### src/rtl/fetch_sequencer.sv
`default_nettype none
// ============================================================================
//  Module   : fetch_sequencer
//  Purpose  : Instruction-fetch controller. Owns the PC, issues four byte
//             reads per instruction, packs them big-endian into a 32-bit word
//             and presents it to decode over valid/ready. Redirects abort
//             any fetch in flight.
//  Options  : FETCH_ALIGN_CHECK_EN - a redirect to a target that is not
//             4-byte aligned locks the block in a sticky error state.
//  Revision : 1.0 - initial release
// ============================================================================
module fetch_sequencer #(
   parameter int                ADDR_W   = 32,
   parameter logic [ADDR_W-1:0] RESET_PC = '0
) (
   input  logic              clk,
   input  logic              rst_n,
   input  logic              fetch_en,
   output logic              imem_rd,
   output logic [ADDR_W-1:0] imem_addr,
   input  logic [7:0]        imem_rdata,
   input  logic              redirect_valid,
   input  logic [ADDR_W-1:0] redirect_target,
   output logic              instr_valid,
   input  logic              instr_ready,
   output logic [31:0]       instr_word,
   output logic [ADDR_W-1:0] instr_pc,
   output logic [ADDR_W-1:0] pc_plus4,
   output logic              fetch_err
);

   localparam logic [ADDR_W-1:0] STEP4 = ADDR_W'(4);
   localparam logic [ADDR_W-1:0] STEP8 = ADDR_W'(8);

   typedef enum logic [1:0] {
      FETCH = 2'd0,
      LAST  = 2'd1,
      VALID = 2'd2,
      ERR   = 2'd3
   } state_t;

   state_t            state;
   logic [1:0]        cnt;        // index of the byte currently on the bus
   logic [ADDR_W-1:0] pc;
   logic [31:0]       word;
   logic              bad_target;

`ifdef FETCH_ALIGN_CHECK_EN
   assign bad_target = (redirect_target[1:0] != 2'b00);
`else
   assign bad_target = 1'b0;
`endif

   // The PC doubles as the address of the word being assembled or presented.
   assign instr_pc   = pc;
   assign instr_word = word;

   // Fetch sequencing: the read strobe and address are registered, so the
   // decision to start a fetch is taken on the edge that enters the first
   // read cycle (idle wake-up, handshake, or redirect).  The byte that
   // arrives during the first read cycle of a fetch is never captured,
   // which is what drops a stale byte after a redirect.
   always_ff @(posedge clk or negedge rst_n) begin
      if (!rst_n) begin
         state       <= FETCH;
         cnt         <= 2'd0;
         pc          <= RESET_PC;
         pc_plus4    <= RESET_PC + STEP4;
         word        <= 32'd0;
         imem_rd     <= 1'b0;
         imem_addr   <= '0;
         instr_valid <= 1'b0;
         fetch_err   <= 1'b0;
      end else if (state == ERR) begin
         // sticky until reset: no reads, no instructions, redirects ignored
         imem_rd     <= 1'b0;
         imem_addr   <= '0;
         instr_valid <= 1'b0;
      end else if (redirect_valid) begin
         cnt         <= 2'd0;
         instr_valid <= 1'b0;
         if (bad_target) begin
            state     <= ERR;
            fetch_err <= 1'b1;
            imem_rd   <= 1'b0;
            imem_addr <= '0;
         end else begin
            state     <= FETCH;
            pc        <= redirect_target;
            pc_plus4  <= redirect_target + STEP4;
            imem_rd   <= fetch_en;
            imem_addr <= fetch_en ? redirect_target : '0;
         end
      end else begin
         case (state)
            FETCH: begin
               if (!imem_rd) begin
                  // idle at the start of a fetch, waiting for permission
                  if (fetch_en) begin
                     imem_rd   <= 1'b1;
                     imem_addr <= pc;
                  end
               end else begin
                  case (cnt)
                     2'd1:    word[31:24] <= imem_rdata;
                     2'd2:    word[23:16] <= imem_rdata;
                     2'd3:    word[15:8]  <= imem_rdata;
                     default: ;
                  endcase
                  if (cnt == 2'd3) begin
                     state     <= LAST;
                     cnt       <= 2'd0;
                     imem_rd   <= 1'b0;
                     imem_addr <= '0;
                  end else begin
                     cnt       <= cnt + 2'd1;
                     imem_addr <= pc + ADDR_W'(cnt) + ADDR_W'(1);
                  end
               end
            end
            LAST: begin
               word[7:0]   <= imem_rdata;
               instr_valid <= 1'b1;
               state       <= VALID;
            end
            VALID: begin
               if (instr_ready) begin
                  instr_valid <= 1'b0;
                  state       <= FETCH;
                  cnt         <= 2'd0;
                  pc          <= pc + STEP4;
                  pc_plus4    <= pc + STEP8;
                  imem_rd     <= fetch_en;
                  imem_addr   <= fetch_en ? (pc + STEP4) : '0;
               end
            end
            default: ;
         endcase
      end
   end

endmodule
`default_nettype wire
### config.mk
export PLATFORM = sky130hd
export DESIGN_NAME = fetch_sequencer
export DESIGN_NICKNAME = d
export VERILOG_FILES = /design/src/rtl/fetch_sequencer.sv
export SDC_FILE = /design/constraint.sdc
export NUM_CORES = 1
export LEC_CHECK = 0
export CORE_MARGIN = 2
export CORE_UTILIZATION = 57
export CTS_CLUSTER_DIAMETER = 50
export DETAILED_ROUTE_END_ITERATION = 12
export GPL_ROUTABILITY_DRIVEN = 1
export GPL_TIMING_DRIVEN = 0
export PLACE_DENSITY = 0.94
export SLEW_MARGIN = 20
export SYNTH_ARGS = -nofsm -noshare
export SYNTH_HDL_FRONTEND = slang
export SYNTH_SLANG_ARGS = --single-unit
### constraint.sdc
create_clock -name clk -period 5.56 [get_ports clk]
set_clock_uncertainty 0.1 [all_clocks]
set_input_delay 1.39 -clock clk [delete_from_list [all_inputs] [get_ports clk]]
set_output_delay 1.39 -clock clk [all_outputs]
set_load 0.03 [all_outputs]
==> impl_results.rst <==
.. list-table::
   :header-rows: 1

   * - Metric
     - Value
   * - Setup crit end kind
     - flop
   * - CTS HTree Levels
     - 4
   * - Yosys warns
     - 0
   * - Total CTS buffers
     - 17
   * - Synthesized area divided by synthesized cell count
     - 8.75 sq um
   * - Sequential-to-total area share from yosys stat
     - 38.8%
   * - Net Sw Frac
     - 48.6%
   * - Netlist area before placement
     - 0.00865 sq mm
   * - Via count of the first global-routing pass
     - 9477
   * - Series of cell instances along the critical path
     - clkdlybuf4s50_1, nand4_1, nor4_1, nand3_1, nor3_1, xnor2_1, o221ai_1
   * - Crit path time final
     - 4140 ps
   * - Total nets after synthesis
     - 1049
   * - Worst EP arrival
     - 4330 ps
   * - Insertion delay of the later-clocked pin in the worst-skew pair
     - 440 ps
   * - Clock-pin slew reported for the worst setup and hold paths after clock tree synthesis
     - 60 ps
   * - Starting Density
     - 57.5%
   * - Total congestion overflow after global routing
     - 0
   * - Final net count
     - 1236
   * - Final hold vios
     - 0
   * - Total wirelength of the detailed-routed design
     - 37.5 mm
   * - Cell-internal power
     - 3350 uW
   * - Outcome
     - finished, final reports clean
   * - Core Region
     - 0.0150 sq mm
   * - Worst-Margin Slew
     - 1300 ps
   * - Least setup slack across all paths after layout
     - 1420 ps
   * - CTS sink cnt
     - 134
   * - Sw Pwr
     - 3170 uW
   * - Count of pins on the block boundary
     - 176
   * - Worst-path maximum fanout
     - 6
   * - Power density over the cells
     - 585 mW/mm^2
   * - Clock root buffer
     - sky130_fd_sc_hd__clkbuf_16
   * - Main flop type after synthesis
     - sky130_fd_sc_hd__dfrtp_1
   * - Antenna Violating Nets Remaining
     - 0
   * - Height of the chip
     - 127 um
   * - Number of enable flip-flop cells after synthesis
     - 0
   * - Max Transition Viols Final
     - 0
   * - Gp weighted congestion
     - 1.08
   * - Relative contribution of sequential cells to total power
     - 26.8%
   * - Logic pwr share
     - 56.0%
   * - Number of setup buffers added after CTS
     - 0
   * - Leading cell types in the layout, fill and taps excluded
     - sky130_fd_sc_hd__clkdlybuf4s50_1, sky130_fd_sc_hd__dfrtp_1, sky130_fd_sc_hd__nand2_1
   * - Clk network pwr share
     - 17.2%
   * - Total number of placement rows
     - 45
   * - Largest net degree at the start of global routing
     - 69
   * - Total Power
     - 6520 uW
   * - Number of remaining DRC errors
     - 0
   * - Post-DP HPWL
     - 26.3 mm
   * - TritonCTS clock tree
     - done
   * - Via count
     - 9908
   * - Count of unique library cells instantiated by Yosys
     - 64
   * - CP Launch Type
     - input port
   * - Leakage Power
     - 0.00439 uW
   * - Post-synthesis async set-or-reset flop share
     - 100%
   * - Delay-heaviest family, CP
     - simple AND/OR/NAND/NOR gates
   * - Hold Crit Class
     - reg2reg
   * - Wire length of the first global-routing pass
     - 55.2 mm
   * - Highest attainable clock frequency
     - 242 MHz
   * - Proportion of layout cells with a drive suffix above 1
     - 8.59%
   * - Average routed wire per standard cell
     - 27.2 um
   * - Commonest non-fill, non-tap cell in the layout
     - sky130_fd_sc_hd__clkdlybuf4s50_1
   * - Layout-stage area growth over the synthesis result
     - 29.0%
   * - Number of port buffers
     - 167
   * - Peak supply drop
     - 0.000396 V
   * - Relative slew slack
     - 13.2%
   * - CP peak stage delay
     - 930 ps
   * - Initial antenna violation count
     - 0
   * - Unrepaired setup endpoints after global routing
     - no
   * - Buffer and inverter count on the worst path
     - 1
   * - Max Root-Sink Buffers
     - 2
   * - Slowest cell on the critical path
     - sky130_fd_sc_hd__nor4_1
   * - Hold bufs inserted after CTS
     - 0
   * - Place WS
     - 1180 ps
   * - Number of optimization iterations in the first detailed-route pass
     - 9
   * - Crit path kind
     - in2reg
   * - Share of the cycle needed by the critical path after routing
     - 74.4%
   * - Die width
     - 127 um
   * - Violation count after the first detailed-route iteration
     - 1913
   * - Quantity of gates resized following cts
     - 0
   * - ANT cells
     - 0
   * - Post-Syn Instances
     - 988
   * - Die footprint
     - 0.0162 sq mm
   * - Number of max-cap violations
     - 0
   * - Via count normalized by instance count
     - 7.20
   * - Number of register bits inferred by synthesis
     - 134
   * - Worst Path Required
     - 5750 ps
   * - GR Util All Layers
     - 45.6%
   * - Number of endpoints failing setup at the final stage
     - 0
## worst register-to-register path, stage by stage, from the launching register on
cell and delay [ps]:
sky130_fd_sc_hd__dfrtp_1 510, sky130_fd_sc_hd__inv_1 150, sky130_fd_sc_hd__ha_1 220, sky130_fd_sc_hd__clkbuf_1 200, sky130_fd_sc_hd__nor3b_1 210, sky130_fd_sc_hd__a221o_1 360, sky130_fd_sc_hd__clkbuf_1 370, sky130_fd_sc_hd__nor2_1 1080
sky130_fd_sc_hd__nand2_1 120, sky130_fd_sc_hd__o31ai_1 300
## final cells by class
cell class | instances | area [sq um]
multi-input combinational | 756 | 4880
timing repair buffer | 168 | 1700
fill | 1069 | 3880
clock inverter | 13 | 113
inverter | 12 | 45.0
clock buffer | 19 | 453
tap | 188 | 235
sequential | 134 | 3350
buffer | 86 | 367
## state kept, by name (all words and copies together), names as in the netlist
signal / count
state: 2
cnt: 2
instr_valid: 1
instr_pc: 32
imem_rd: 1
instr_word: 32
imem_addr: 32
pc_plus4: 32
## routing by layer
layer  global-route usage, %  up-vias  routed length [um]
li1                        -     4012                   -
met1                    56.1     4621               12900
met2                    69.2     1003               16300
met3                    16.1      272                5490
met4                    27.7        0                2760
met5                       0        -                   0
## kinds of logic after synthesis
family / synth area share (%)
AOI/OAI and AO/OA: 21.1
xor gates and xnor gates: 8.00
adders and majority gates: 2.40
buffers and inverters: 4.76
DFF: 38.8
muxes: 5.21
other: 0.0434
and+or+nand+nor: 19.6
## power by group through the flow
stage | clock, uW | sequential [uW] | combinational (uW)
floorplan | 0 | 2450 | 1310
global placement | 0 | 1700 | 3430
detailed placement | 0 | 1730 | 3530
CTS | 1100 | 1730 | 3560
global route | 1150 | 1770 | 3780
finish | 1120 | 1750 | 3650
## final timing paths
kind,startpoint,cells after the start,end,slack (ps)
max,redirect_target[14],7,pc_plus4[31],1420
min,pc_plus4[31],2,pc_plus4[31],380
max reg2reg,state[0],9,imem_addr[19],1830
min reg2reg,pc_plus4[31],2,pc_plus4[31],380
max in group asynchronous,rst_n,2,imem_addr[0],3810
min in group asynchronous,rst_n,1,pc_plus4[24],800
## stage by stage
stage / std cells / utilization, % / area [sq um] / hold WS [ps] / setup TNS [ps]
after global placement: 1343 / 70.2 / 10600 / 361 / -317180
after floorplan: 988 / - / 8650 / 436 / 0
after global routing: 1376 / 74.2 / 11200 / 395 / 0
after CTS: 1376 / 74.2 / 11200 / 388 / 0
final: 1376 / 74.2 / 11200 / 385 / 0
after detailed placement: 1344 / 70.4 / 10600 / 372 / 0
## cell usage after synthesis (all sizes together), types with 10 or more instances
cell | instances | area, sq um
inv | 12 | 45.0
a22oi | 23 | 173
dfrtp | 133 | 3330
xor2 | 33 | 289
mux2 | 32 | 360
and3 | 13 | 81.3
a221o | 12 | 120
nand3 | 42 | 210
nor4 | 15 | 109
nand2 | 110 | 420
nor2 | 61 | 229
o31ai | 10 | 75.1
buf | 28 | 148
o221ai | 13 | 114
nor3 | 23 | 130
clkbuf | 58 | 219
nand4 | 31 | 209
ha | 15 | 188
o22ai | 20 | 125
a21o | 10 | 75.1
a21oi | 72 | 360
xnor2 | 46 | 403
o21ai | 76 | 384
No activity file was read; power rests on OpenSTA's default activity.
